<file path="config.mk">
export PLATFORM = sky130hd
export DESIGN_NAME = dip_debounce_flat
export DESIGN_NICKNAME = d
export VERILOG_FILES = /design/src/rtl/dip_debounce_if.sv /design/src/rtl/dip_debounce.sv /design/src/flat_wrapper.sv
export SDC_FILE = /design/constraint.sdc
export NUM_CORES = 1
export LEC_CHECK = 0
export BUFFER_PORTS_ARGS = -buffer_cell sky130_fd_sc_hd__buf_2
export CAP_MARGIN = 20
export CELL_PAD_IN_SITES_DETAIL_PLACEMENT = 0
export CELL_PAD_IN_SITES_GLOBAL_PLACEMENT = 2
export CORE_MARGIN = 2
export CORE_UTILIZATION = 44
export CTS_BUF_LIST = sky130_fd_sc_hd__clkbuf_4 sky130_fd_sc_hd__clkbuf_8
export DETAILED_ROUTE_END_ITERATION = 16
export PLACE_DENSITY_LB_ADDON = 0.2
export SYNTH_ARGS = -nofsm -noshare
export SYNTH_HDL_FRONTEND = slang
export SYNTH_SLANG_ARGS = --single-unit
</file>
<file path="constraint.sdc">
create_clock -name clk_50Mhz -period 4.5 [get_ports clk_50Mhz]
set_clock_uncertainty 0.1 [all_clocks]
set_input_delay 0.675 -clock clk_50Mhz [delete_from_list [all_inputs] [get_ports clk_50Mhz]]
set_output_delay 0.675 -clock clk_50Mhz [all_outputs]
set_load 0.005 [all_outputs]
</file>
<file path="src/rtl/dip_debounce_if.sv">
// Switch-bank bus between the raw DIP inputs and the debounced consumer side.
// The slave modport belongs to the debouncer; the master drives dip and observes the results.
interface dip_debounce_if #(
  parameter int WIDTH = 8
);
  logic [WIDTH-1:0] dip;
  logic [WIDTH-1:0] dip_out;
  logic             dip_chg;
  logic             busy;

  modport master (
    output dip,
    input  dip_out,
    input  dip_chg,
    input  busy
  );

  modport slave (
    input  dip,
    output dip_out,
    output dip_chg,
    output busy
  );
endinterface

</file>
<file path="src/rtl/dip_debounce.sv">
// Whole-vector DIP switch debouncer: 2-flop synchroniser followed by a settle FSM that
// commits a new vector only after it has held for STABLE_CYCLES clocks.
module dip_debounce #(
  parameter int WIDTH         = 8,
  parameter int STABLE_CYCLES = 1_000_000,
  parameter int CNT_W         = 20
) (
  input  logic           clk_50Mhz,
  input  logic           rst,
  dip_debounce_if.slave  bus
);

  typedef enum logic {
    IDLE   = 1'b0,
    SETTLE = 1'b1
  } state_t;

  localparam logic [CNT_W-1:0] CNT_MAX = CNT_W'(STABLE_CYCLES - 1);

  state_t           state_q, state_d;
  logic [WIDTH-1:0] sync1_q, sync1_d;
  logic [WIDTH-1:0] sync2_q, sync2_d;
  logic [WIDTH-1:0] cand_q, cand_d;
  logic [CNT_W-1:0] cnt_q, cnt_d;
  logic [WIDTH-1:0] dip_out_q, dip_out_d;
  logic             dip_chg_q, dip_chg_d;

  always_comb begin
    sync1_d = bus.dip;
    sync2_d = sync1_q;
  end

  always_ff @(posedge clk_50Mhz or posedge rst) begin
    if (rst) begin
      state_q   <= IDLE;
      sync1_q   <= '0;
      sync2_q   <= '0;
      cand_q    <= '0;
      cnt_q     <= '0;
      dip_out_q <= '0;
      dip_chg_q <= 1'b0;
    end else begin
      state_q   <= state_d;
      sync1_q   <= sync1_d;
      sync2_q   <= sync2_d;
      cand_q    <= cand_d;
      cnt_q     <= cnt_d;
      dip_out_q <= dip_out_d;
      dip_chg_q <= dip_chg_d;
    end
  end

  // Any bit moving restarts the count for the whole vector; bits never commit individually.
  always_comb begin
    state_d   = state_q;
    cand_d    = cand_q;
    cnt_d     = cnt_q;
    dip_out_d = dip_out_q;
    dip_chg_d = 1'b0;

    unique case (state_q)
      IDLE: begin
        if (sync2_q != dip_out_q) begin
          state_d = SETTLE;
          cand_d  = sync2_q;
          cnt_d   = '0;
        end
      end
      SETTLE: begin
        if (sync2_q == dip_out_q) begin
          state_d = IDLE;
          cnt_d   = '0;
        end else if (sync2_q != cand_q) begin
          cand_d  = sync2_q;
          cnt_d   = '0;
        end else if (cnt_q == CNT_MAX) begin
          dip_out_d = cand_q;
          dip_chg_d = 1'b1;
          state_d   = IDLE;
        end else begin
          cnt_d = cnt_q + CNT_W'(1);
        end
      end
      default: begin
        state_d = IDLE;
      end
    endcase
  end

  assign bus.dip_out = dip_out_q;
  assign bus.dip_chg = dip_chg_q;
  assign bus.busy    = (state_q == SETTLE);

endmodule
</file>
<file path="src/flat_wrapper.sv">
// flat-port wrapper written by rule: the top's interface ports become plain ports
module dip_debounce_flat 
#(
  parameter int WIDTH         = 8,
  parameter int STABLE_CYCLES = 1_000_000,
  parameter int CNT_W         = 20
)
  (clk_50Mhz, rst, bus_dip, bus_dip_out, bus_dip_chg, bus_busy);
  dip_debounce_if #(.WIDTH(WIDTH)) bus_i ();
  input  logic clk_50Mhz;
  input  logic rst;
  input wire logic [$bits(bus_i.dip)-1:0] bus_dip;
  output wire logic [$bits(bus_i.dip_out)-1:0] bus_dip_out;
  output wire logic [$bits(bus_i.dip_chg)-1:0] bus_dip_chg;
  output wire logic [$bits(bus_i.busy)-1:0] bus_busy;
  assign bus_i.dip = bus_dip;
  assign bus_dip_out = bus_i.dip_out;
  assign bus_dip_chg = bus_i.dip_chg;
  assign bus_busy = bus_i.busy;
  dip_debounce #(.WIDTH(WIDTH), .STABLE_CYCLES(STABLE_CYCLES), .CNT_W(CNT_W)) u_core (.clk_50Mhz(clk_50Mhz), .rst(rst), .bus(bus_i));
endmodule
</file>
* Word level (Yosys, flattened, before mapping)
Cells that the tools add are included.
** Operators by class
- Add/sub/neg operators :: 1
- Equality and inequality tests :: 8
- Muxes and demuxes :: 18
- Bitwise operators :: 3
- Reductions and logical operators :: 3
** Operators by type and width (number)
- $mux 20 :: 4
- $pmux 20 s2 :: 1
- $mux 8 :: 3
- $add 20x1->20 const B :: 1
- $eq 20x20->1 const B :: 1
- $ne 8x8->1 :: 2
- $pmux 8 s2 :: 1
- $eq 8x8->1 :: 1
- $mux 1 :: 8
- $ne 2x2->1 const B :: 2
- $ne 4x4->1 const B :: 1
- $reduce_and 4->1 :: 1
- $not 1->1 :: 3
- $reduce_and 3->1 :: 1
- $ne 2x1->1 const B :: 1
- $pmux 1 s2 :: 1
- $reduce_and 2->1 :: 1
** Storage, ports and cells
- Register bits :: 54
- Input port bits :: 10
- Output and inout bits :: 10

* Logic depth before layout (Yosys ltp)
Gate-level depths: netlist (run 1).
- Depth in word-level cells :: 5
- Mapped depth :: 8
- Mapped depth without buffers :: 7

* Least setup slack after synthesis (run 1)
No wires, ideal clock.
- Path kind :: register -> register
- From :: register u_core.cand_q[5]
- To :: register u_core.dip_out_q[0] (netlist: u_core.bus.dip_out[0])
- Library setup time :: 0.125 ns
- Data arrival time :: 1.723 ns
- Path slack :: 2.552 ns
- Stages on the path, launching flop included :: 7
- Clock period less this slack :: 1.948 ns
- Path through :: dfrtp_1 > xor2_1 > nor4_1 > nand4_1 > nor2_2 > nand2_1 > mux2_2
** Between the ends
- Longest elaborated chain between the ends :: 3
** Ends and longest elaborated chain
- from (decl) :: RTL line dip_debounce.sv:23 : logic [WIDTH-1:0] cand_q, cand_d;
- from (signal assigned) :: RTL line dip_debounce.sv:46 : cand_q <= cand_d;
- $ne 8x8->1 :: RTL line dip_debounce.sv:73 : end else if (sync2_q != cand_q) begin
- $not 1->1 (no line)
- $reduce_and 4->1 (no line)
- to (signal assigned) :: RTL line dip_debounce.sv:48 : dip_out_q <= dip_out_d;
- to (decl) :: RTL line dip_debounce.sv:25 : logic [WIDTH-1:0] dip_out_q, dip_out_d;
Every way passes these cells.
A chain may end at the register's enable or synchronous reset.

* Worst setup path in the final report (run 1)
- From :: register u_core.cand_q[3]
- To :: register u_core.dip_out_q[5] (netlist: u_core.bus.dip_out[5])
The elaborated chain is that of the path after synthesis.

==> results.md, run 1 <==
* Internal reg-to-reg setup slack at 1.40 ns
* TritonCTS clock tree: built
* Slew Viols, Final at 0
* Flip-flop and latch area at 1351 µm²
* Critical path required time at 4.59 ns
* Distinct cells, synth at 38
* Drt initial violations at 137
* Multi-input logic area at 1036 µm²
* Clk_lat worst skew at 0.30 ns
* Synth cell count leaders: dfrtp_1, nand2_1, mux2_2, o21ai_0
* Area share of and/or/nand/nor cells after synthesis at 0.1802
* Largest family of logic cells by synthesized area: simple AND/OR/NAND/NOR gates
* Highest Clock Rate at 322.7 MHz
* Routed via count at 1761
* Layout area overhead at 12.14%
* Leading area contributor after synthesis: dfrtp_1
* Worst r2r src: u_core.cand_q[3]
* Yosys warns at 0
* Place WS at 1.399 ns
* Max incr delay on CP at 0.69 ns
* Initial antenna violation count at 0
* Vias in the first global route at 1829
* R2r endpoint: u_core.bus.dip_out[5]
* Count of filler cells inserted in the layout at 506
* Worst Max-Slew Pin Slew at 0.6790 ns
* Pre-antenna DRT Iters at 4
* FP Rows at 27
* Synth area leaders: dfrtp_1, mux2_2, xnor2_1, o21ai_0, nand4_1
* Crit path buf inv count at 0
* Status: finished clean
* Gate Count Post-Synth at 220
* Total power at 0.0008576 W
* Syn_nets at 231
* Post-route ant nets at 0
* Finish-stage setup viols at 0
* Number of remaining DRC errors at 0
* Antenna Diode Count at 0
* Max Root-Sink Buffers at 2
* Max_cap viols at 0
* Clock root cell: clkbuf_8
* Post-cts sizing count at 0
* Initial Utilization at 0.4493
* Final #Nets at 251
* Drt total wl at 5022 µm
* Peak supply drop at 0.1661 mV
* Hold WC Path Type: primary input to asynchronous set/reset pin
* Grt total ovfl at 0
* All-Layer GR Usage at 0.1812
* Post-synthesis mux area share at 0.09831
* Via density per instance at 5.626
* Area share of fa/ha/maj cells after synthesis at 0.005120
* Critical Path AT at 3.19 ns
* Setup Total Neg Slack at 0 ns
* Register area share after synthesis at 0.5530
* Number of port buffers at 19
* #FFs+latches synth at 54
* CP Capture Type: flip-flop
* Synth top area share at 0.5530
* Final Hold Viols at 0
* H-Tree Depth at 2
* Core Area at 5439 µm²
* Ys async rst share at 1.000
* Largest net degree at the start of global routing at 55
* First-pass GRT wire length at 8742 µm
* Top-count cell post-synth: dfrtp_1
* CTS clk-pin slew, worst paths at 0.10 ns
* R2R cell count at 6
* Post-DP HPWL at 3534 µm
* Worst path cell trace: xor2_1 -> nor4_1 -> nand4_1 -> nor2_2 -> nand2_1 -> mux2_2
* Synthesized area at 2444 µm²
* Slowest cell on crit path: nor2_2
* Worst setup SP type: flip-flop
* Critical path class: flip-flop to flip-flop
* Power Dens Cells at 313.0 nW/µm²
* Layout cells sized above 1 at 0.2158
* Die area at 6165 µm²
* Avg WL per Cell at 16.04 µm
* Synth Area in XOR/XNOR at 0.05735
* Pleak at 1.147 nW
* I/O pin total at 20
* Rel. slew slack at 0.5432
* Die extent in x at 78.52 µm
* Mean Syn Cell Area at 11.11 µm²
* Cts bufs inserted at 5
* Clock sink count at 54
* Final WS setup at 1.401 ns
* Compound-Gate Fraction of Synth Area at 0.08295
* RSZ-0062 raised after global routing: false
* Crit-path max FO at 15
* CTS Hold Buffers Added at 0
* Die height at 78.52 µm
* Final worst-path cycle share at 0.6887
* Top_reg_cell synth: dfrtp_1
* Setup bufs post-CTS at 0
* Post-synth EDFFs at 0
* Final critical-path required period at 3.099 ns
* Routability cong. at 0.8796
* CP delay by family, top: simple AND/OR/NAND/NOR gates
## power by group
group	internal [W]	switching (W)	leakage (nW)
registers	0.000496	0.00000863	0.694
clock network	0.000165	0.000156	0.0504
logic	0.0000142	0.0000174	0.403
## worst max-delay path by stage
stage	startpoint	endpoint	slack (ns)	depth (start not counted)
2_1_floorplan	rst	u_core.bus.busy	2.41	1
3_3_place_gp	u_core.cand_q[5]	u_core.bus.dip_out[2]	1.46	6
3_5_place_dp	u_core.cand_q[5]	u_core.bus.dip_out[1]	1.40	6
4_1_cts	u_core.cand_q[5]	u_core.bus.dip_out[5]	1.37	6
5_1_grt	u_core.sync2_q[5]	u_core.bus.dip_out[1]	1.05	6
6_report	u_core.cand_q[3]	u_core.bus.dip_out[5]	1.40	6
## sequential cells by signal, indices dropped and copies added, names as in the netlist
signal / flops
u_core.bus.busy: 1
u_core.bus.dip_chg: 1
u_core.bus.dip_out: 8
u_core.cand_q: 8
u_core.cnt_q: 20
u_core.sync1_q: 8
u_core.sync2_q: 8
## metrics by stage
stage               hold WS [ns]  utilization  area [µm²]  std cells
floorplan                 0.2312            -        2444        220
global placement          0.2318       0.4792        2606        304
detailed placement        0.2371       0.4792        2606        304
CTS                       0.2593       0.5001        2720        312
global route              0.2515       0.5038        2740        313
finish                    0.2434       0.5038        2740        313
## worst register-to-register path, delay by kind of cell (launching register included)
kind | cells | cell delay [ns]
flip-flops | 1 | 0.41
multiplexers | 1 | 0.38
AND/OR/NAND/NOR | 4 | 1.93
XOR/XNOR | 1 | 0.17
## layer usage
metal | track usage | vias up | share of wire
met4 | 0.06316 | 0 | 0.012
met2 | 0.3162 | 36 | 0.54
met1 | 0.2234 | 888 | 0.42
li1 | - | 830 | -
met5 | 0 | - | 0
met3 | 0.03563 | 7 | 0.037
## logic make-up (layout without fill, tap and decap cells)
logic type      after synthesis  count (layout)
fa+ha+maj                     1               1
compound gates               35              35
xor+xnor                     16              16
simple gates                 78              78
mux                          22              22
buf+inv                      14              35
flops                        54              54
## final cells by class
type / count / area share
inverter: 5 / 0.006849
clock buffer: 5 / 0.02511
sequential: 54 / 0.4932
clock inverter: 3 / 0.01644
tap: 72 / 0.03288
timing repair buffer: 22 / 0.04749
multi-input combinational: 152 / 0.3781
## placed cells by master (no fill, tap or decap), drive strengths merged
cell type	instances
and4	2
a311oi	1
xnor2	9
o21bai	1
xor2	7
nand4	10
and3b	1
clkinvlp	2
nor3	12
clkbuf	5
nand2	16
nand3b	1
mux2	16
buf	22
ha	1
o31ai	3
nor4	4
o21ai	18
and3	3
nor3b	2
or3	3
and2	2
o41ai	1
nand2b	1
o21ba	1
a21oi	8
bufinv	1
or2	1
o211ai	2
inv	5
dfrtp	54
nor2	7
mux2i	6
nor4bb	3
nand3	10
(Power assumes the default switching activity.)
==> inputs of run 2 (changes only) <==
--- a/config.mk
+++ b/config.mk
@@ -10,7 +10,7 @@
 export CELL_PAD_IN_SITES_DETAIL_PLACEMENT = 0
 export CELL_PAD_IN_SITES_GLOBAL_PLACEMENT = 2
 export CORE_MARGIN = 2
-export CORE_UTILIZATION = 44
+export CORE_UTILIZATION = 37
 export CTS_BUF_LIST = sky130_fd_sc_hd__clkbuf_4 sky130_fd_sc_hd__clkbuf_8
 export DETAILED_ROUTE_END_ITERATION = 16
 export PLACE_DENSITY_LB_ADDON = 0.2
==> constraint.sdc (replaced) <==
create_clock -name clk_50Mhz -period 2.5 [get_ports clk_50Mhz]
set_clock_uncertainty 0.1 [all_clocks]
set_input_delay 0.375 -clock clk_50Mhz [delete_from_list [all_inputs] [get_ports clk_50Mhz]]
set_output_delay 0.375 -clock clk_50Mhz [all_outputs]
set_load 0.005 [all_outputs]
==> run 2 against run 1 <==
  * Clock power is 84% higher
  * Sequential cell count stayed put
  * Cell area rose by 2.6%
  * Largest power group unchanged
==> results.md, run 2 (synthesis results as in run 1) <==
* Final worst-path cycle share at 0.8745
* CTS clk-pin slew, worst paths at 0.10 ns
* Routed via count at 1732
* Setup Total Neg Slack at 0 ns
* Worst Max-Slew Pin Slew at 0.6231 ns
* Crit-path max FO at 15
* Final #Nets at 258
* Post-cts sizing count at 0
* Highest Clock Rate at 457.4 MHz
* Via density per instance at 5.329
* Finish-stage setup viols at 0
* TritonCTS clock tree: built
* Antenna Diode Count at 0
* Post-route ant nets at 0
* Rel. slew slack at 0.5823
* Pleak at 1.190 nW
* Number of remaining DRC errors at 0
* Setup bufs post-CTS at 0
* Pre-antenna DRT Iters at 4
* Layout area overhead at 15.05%
* Final Hold Viols at 0
* Max reg flops at 20
* Die area at 7270 µm²
* Max_cap viols at 0
* Placed Area at 2698 µm²
* Largest Register: u_core.cnt_q
* Clock sink count at 54
* Core Area at 6386 µm²
* First-pass GRT wire length at 8266 µm
* Cts bufs inserted at 5
* Clk_lat worst skew at 0.30 ns
* H-Tree Depth at 2
* Initial Utilization at 0.3826
* Critical path class: flip-flop to flip-flop
* Critical Path AT at 2.32 ns
* Die extent in x at 85.27 µm
* CTS Hold Buffers Added at 0
* Peak supply drop at 0.2658 mV
* Post-DP HPWL at 3402 µm
* Critical path required time at 2.63 ns
* Initial antenna violation count at 0
* Hold WC Path Type: primary input to asynchronous set/reset pin
* Power Dens Cells at 553.3 nW/µm²
* Avg WL per Cell at 14.85 µm
* Status: finished clean
* Slew Viols, Final at 0
* Largest net degree at the start of global routing at 30
* RSZ-0062 raised after global routing: false
* I/O pin total at 20
* Layout cells sized above 1 at 0.2379
* Number of port buffers at 19
* Routability cong. at 0.8630
* Clock root cell: clkbuf_8
* Max Root-Sink Buffers at 2
* Design Area, Final at 2811 µm²
* All-Layer GR Usage at 0.1425
* Final critical-path required period at 2.186 ns
* CP Capture Type: flip-flop
* Final cell utilization of the core at 0.4402
* FP Rows at 29
* Commonest cells after routing, fill and taps aside: dfrtp_1, buf_2, nand2_1
* Most common cell after layout, fill and taps aside: dfrtp_1
* Drt initial violations at 84
* Die height at 85.27 µm
* Vias in the first global route at 1739
* Grt total ovfl at 0
* Worst setup SP type: flip-flop
* Drt total wl at 4826 µm
[run 2: cell types whose count changed in the layout (fill, tap and decap cells not counted), sizes merged]
| cell | before | now |
|---|---|---|
| buf | 22 | 29 |
| clkinvlp | 2 | 1 |
| clkbuf | 5 | 6 |
[run 2: metrics by stage]
step           hold slack [ns]  setup slack, ns  total power (W)  std cells
3_3_place_gp            0.2314           0.3009        0.0009847        317
6_report               0.02259           0.3137         0.001555        325
4_1_cts                0.03708           0.2752         0.001589        325
5_1_grt                0.04777          0.09129         0.001633        325
3_5_place_dp            0.2347           0.3124        0.0009845        317
2_1_floorplan           0.2312           0.5520        0.0009604        220
[run 2: where the power goes]
group	switching, W	leakage, nW	internal (W)
Clock	0.000281	0.0548	0.000310
Sequential	0.0000148	0.694	0.000893
Combinational	0.0000304	0.441	0.0000259
Total	0.000327	1.19	0.00123
[run 2: per-layer routing]
| metal | track usage | routed length, µm |
|---|---|---|
| met5 | 0 | 0 |
| met4 | 0.04762 | 75 |
| met3 | 0.03210 | 129 |
| met2 | 0.2351 | 2267 |
| met1 | 0.1860 | 2354 |
[run 2: worst max-delay path, stage by stage (launching register included)]
cell and delay (ns):
dfrtp_1 0.41, xor2_1 0.17, nor4_1 0.27, nand4_1 0.12, buf_4 0.21, nor3_2 0.53
nand4_1 0.16, o21ai_1 0.14
[run 2: worst paths after layout]
kind	from	end	cells after the start	slack [ns]
worst max-delay path	u_core.cand_q[5]	u_core.cnt_q[12]	7	0.31
worst min-delay path	rst	u_core.cand_q[7]	2	0.02
worst max register to register	u_core.cand_q[5]	u_core.cnt_q[12]	7	0.31
worst min register to register	u_core.sync1_q[4]	u_core.sync2_q[4]	0	0.25
max in group asynchronous	rst	u_core.cnt_q[19]	3	1.72
min in group clk_50Mhz	bus_dip[7]	u_core.sync1_q[7]	1	0.08
[run 2: final cells by class]
| class | instances | area, µm² |
|---|---|---|
| repair buffers | 29 | 195.2 |
| inverters | 5 | 18.77 |
| clock inverters | 2 | 37.54 |
| fillers | 613 | 3575 |
| clock buffers | 6 | 76.32 |
| multi-input cells | 152 | 1036 |
| flip-flops and latches | 54 | 1351 |
| well taps | 77 | 96.34 |
==> inputs of run 3 (changes only) <==
==> constraint.sdc (replaced) <==
create_clock -name clk_50Mhz -period 2.5 [get_ports clk_50Mhz]
set_clock_uncertainty 0.1 [all_clocks]
set_input_delay 0.625 -clock clk_50Mhz [delete_from_list [all_inputs] [get_ports clk_50Mhz]]
set_output_delay 0.625 -clock clk_50Mhz [all_outputs]
set_load 0.005 [all_outputs]
==> run 3 against run 2 <==
  * Register-to-register slack lost 0.097 ns
  * Cell count shrank 0.31%
  * Sequential power is essentially flat
  * Via count shrank 0.81%
  * Utilization is essentially flat
  * Combinational power grew 2%
  * Worst hold slack gained 0.23 ns
  * Largest power group unchanged
==> results.md, run 3 (synthesis results as in run 1) <==
* Worst Max-Slew Pin Slew at 0.4650 ns
* First-pass GRT wire length at 9052 µm
* Power Dens Cells at 556.1 nW/µm²
* Layout cells sized above 1 at 0.2348
* Finish-stage setup viols at 0
* Rel. slew slack at 0.6883
* Pre-antenna DRT Iters at 4
* CTS clk-pin slew, worst paths at 0.10 ns
* Worst hold slack at 0.2522 ns
* Slowest cell on crit path: or3_1
* Drt total wl at 5186 µm
* Number of remaining DRC errors at 0
* Max incr delay on CP at 0.60 ns
* Via density per instance at 5.302
* Critical path required time at 2.61 ns
* R2R cell count at 5
* Design Area, Final at 2810 µm²
* Peak supply drop at 0.2997 mV
* Routed via count at 1718
* Critical path class: flip-flop to flip-flop
* Pleak at 1.183 nW
* Drt initial violations at 79
* Max reg flops at 20
* RSZ-0062 raised after global routing: false
* Avg WL per Cell at 16.01 µm
* Met1 wire length at 2619 µm
* Final cell utilization of the core at 0.4400
* Max Root-Sink Buffers at 2
* Final worst-path cycle share at 0.9134
* Internal reg-to-reg setup slack at 0.22 ns
* Most common cell after layout, fill and taps aside: dfrtp_1
* Vias in the first global route at 1725
* Die extent in x at 85.27 µm
* FP Rows at 29
* Largest net degree at the start of global routing at 55
* Final #Nets at 257
* Placed Cells at 316
* Critical Path AT at 2.39 ns
* CP delay by family, top: simple AND/OR/NAND/NOR gates
* Final Hold Viols at 0
* Initial antenna violation count at 0
* Post-cts sizing count at 0
* Worst path cell trace: xor2_1 -> nor4_1 -> nand4_1 -> or3_1 -> o41ai_1
* R2r endpoint: u_core.cnt_q[5]
* Worst r2r src: u_core.cand_q[5]
* Largest Register: u_core.cnt_q
* WL met2 at 2374 µm
* Grt total ovfl at 0
* Commonest cells after routing, fill and taps aside: dfrtp_1, buf_2, nand2_1
* Crit path buf inv count at 0
* Highest Signal Layer: met4
* Final critical-path required period at 2.284 ns
* Clock sink count at 54
* Hold WC Path Type: primary input to asynchronous set/reset pin
* Number of port buffers at 19
* Layout area overhead at 15.00%
* I/O pin total at 20
* CTS Hold Buffers Added at 0
* Cts bufs inserted at 5
* Initial Utilization at 0.3826
* Die area at 7270 µm²
* All-Layer GR Usage at 0.1574
* Critical path launch point: u_core.cand_q[5]
* Die height at 85.27 µm
* H-Tree Depth at 2
* Core Area at 6386 µm²
* Fin cells at 324
* Met3 routed WL at 140 µm
* Routability cong. at 0.8440
* Setup Total Neg Slack at 0 ns
* Clock root cell: clkbuf_8
* Placed Area at 2690 µm²
* Max_cap viols at 0
* Highest Clock Rate at 437.9 MHz
* Crit-path max FO at 8
* Status: finished clean
* TritonCTS clock tree: built
* Worst setup SP type: flip-flop
* Post-route ant nets at 0
* CP Capture Type: flip-flop
* Slew Viols, Final at 0
* Antenna Diode Count at 0
* Post-DP HPWL at 3486 µm
* Setup bufs post-CTS at 0
* Clk_lat worst skew at 0.31 ns
-- run 3: changes by cell type in the layout (fill, tap and decap cells not counted), sizes merged --
cell | previous run | this run
buf | 29 | 28
-- run 3: metal layers --
metal / global-route usage / up-vias
met2: 0.2486 / 23
li1: - / 852
met5: 0 / -
met1: 0.2236 / 837
met3: 0.03405 / 6
met4: 0.03463 / 0
-- run 3: worst max-delay path by stage --
stage | depth (start not counted) | slack [ns] | endpoint
2_1_floorplan | 1 | 0.46 | u_core.bus.busy
3_3_place_gp | 6 | 0.27 | u_core.cnt_q[12]
3_5_place_dp | 6 | 0.20 | u_core.cnt_q[18]
4_1_cts | 6 | 0.21 | u_core.cnt_q[18]
5_1_grt | 5 | 0.03 | u_core.cnt_q[5]
6_report | 5 | 0.22 | u_core.cnt_q[5]
-- run 3: through the flow --
step | setup slack [ns] | power [W]
after floorplan | 0.4604 | 0.0009604
after global placement | 0.2704 | 0.0009845
after detailed placement | 0.1984 | 0.0009858
after CTS | 0.2110 | 0.001591
after global routing | 0.03080 | 0.001635
final | 0.2164 | 0.001563
-- run 3: final cells by class --
| class | count | area (µm²) |
|---|---|---|
| Fill cell | 600 | 3576 |
| Sequential cell | 54 | 1351 |
| Tap cell | 77 | 96.34 |
| Clock inverter | 2 | 37.54 |
| Timing Repair Buffer | 28 | 187.7 |
| Clock buffer | 6 | 76.32 |
| Inverter | 5 | 18.77 |
| Multi-Input combinational cell | 152 | 1042 |
-- run 3: report_power, final --
group | leakage, nW | internal (W) | total (W) | switching (W)
sequential | 0.694 | 0.000893 | 0.000908 | 0.0000146
clock | 0.0548 | 0.000310 | 0.000598 | 0.000287
combinational | 0.435 | 0.0000262 | 0.0000575 | 0.0000313
-- run 3: worst reg2reg max path, delay by kind of cell, from the launching register on --
kind | cells | cell delay [ns]
xor+xnor | 1 | 0.17
compound gates | 1 | 0.25
flops | 1 | 0.41
simple gates | 3 | 1.26
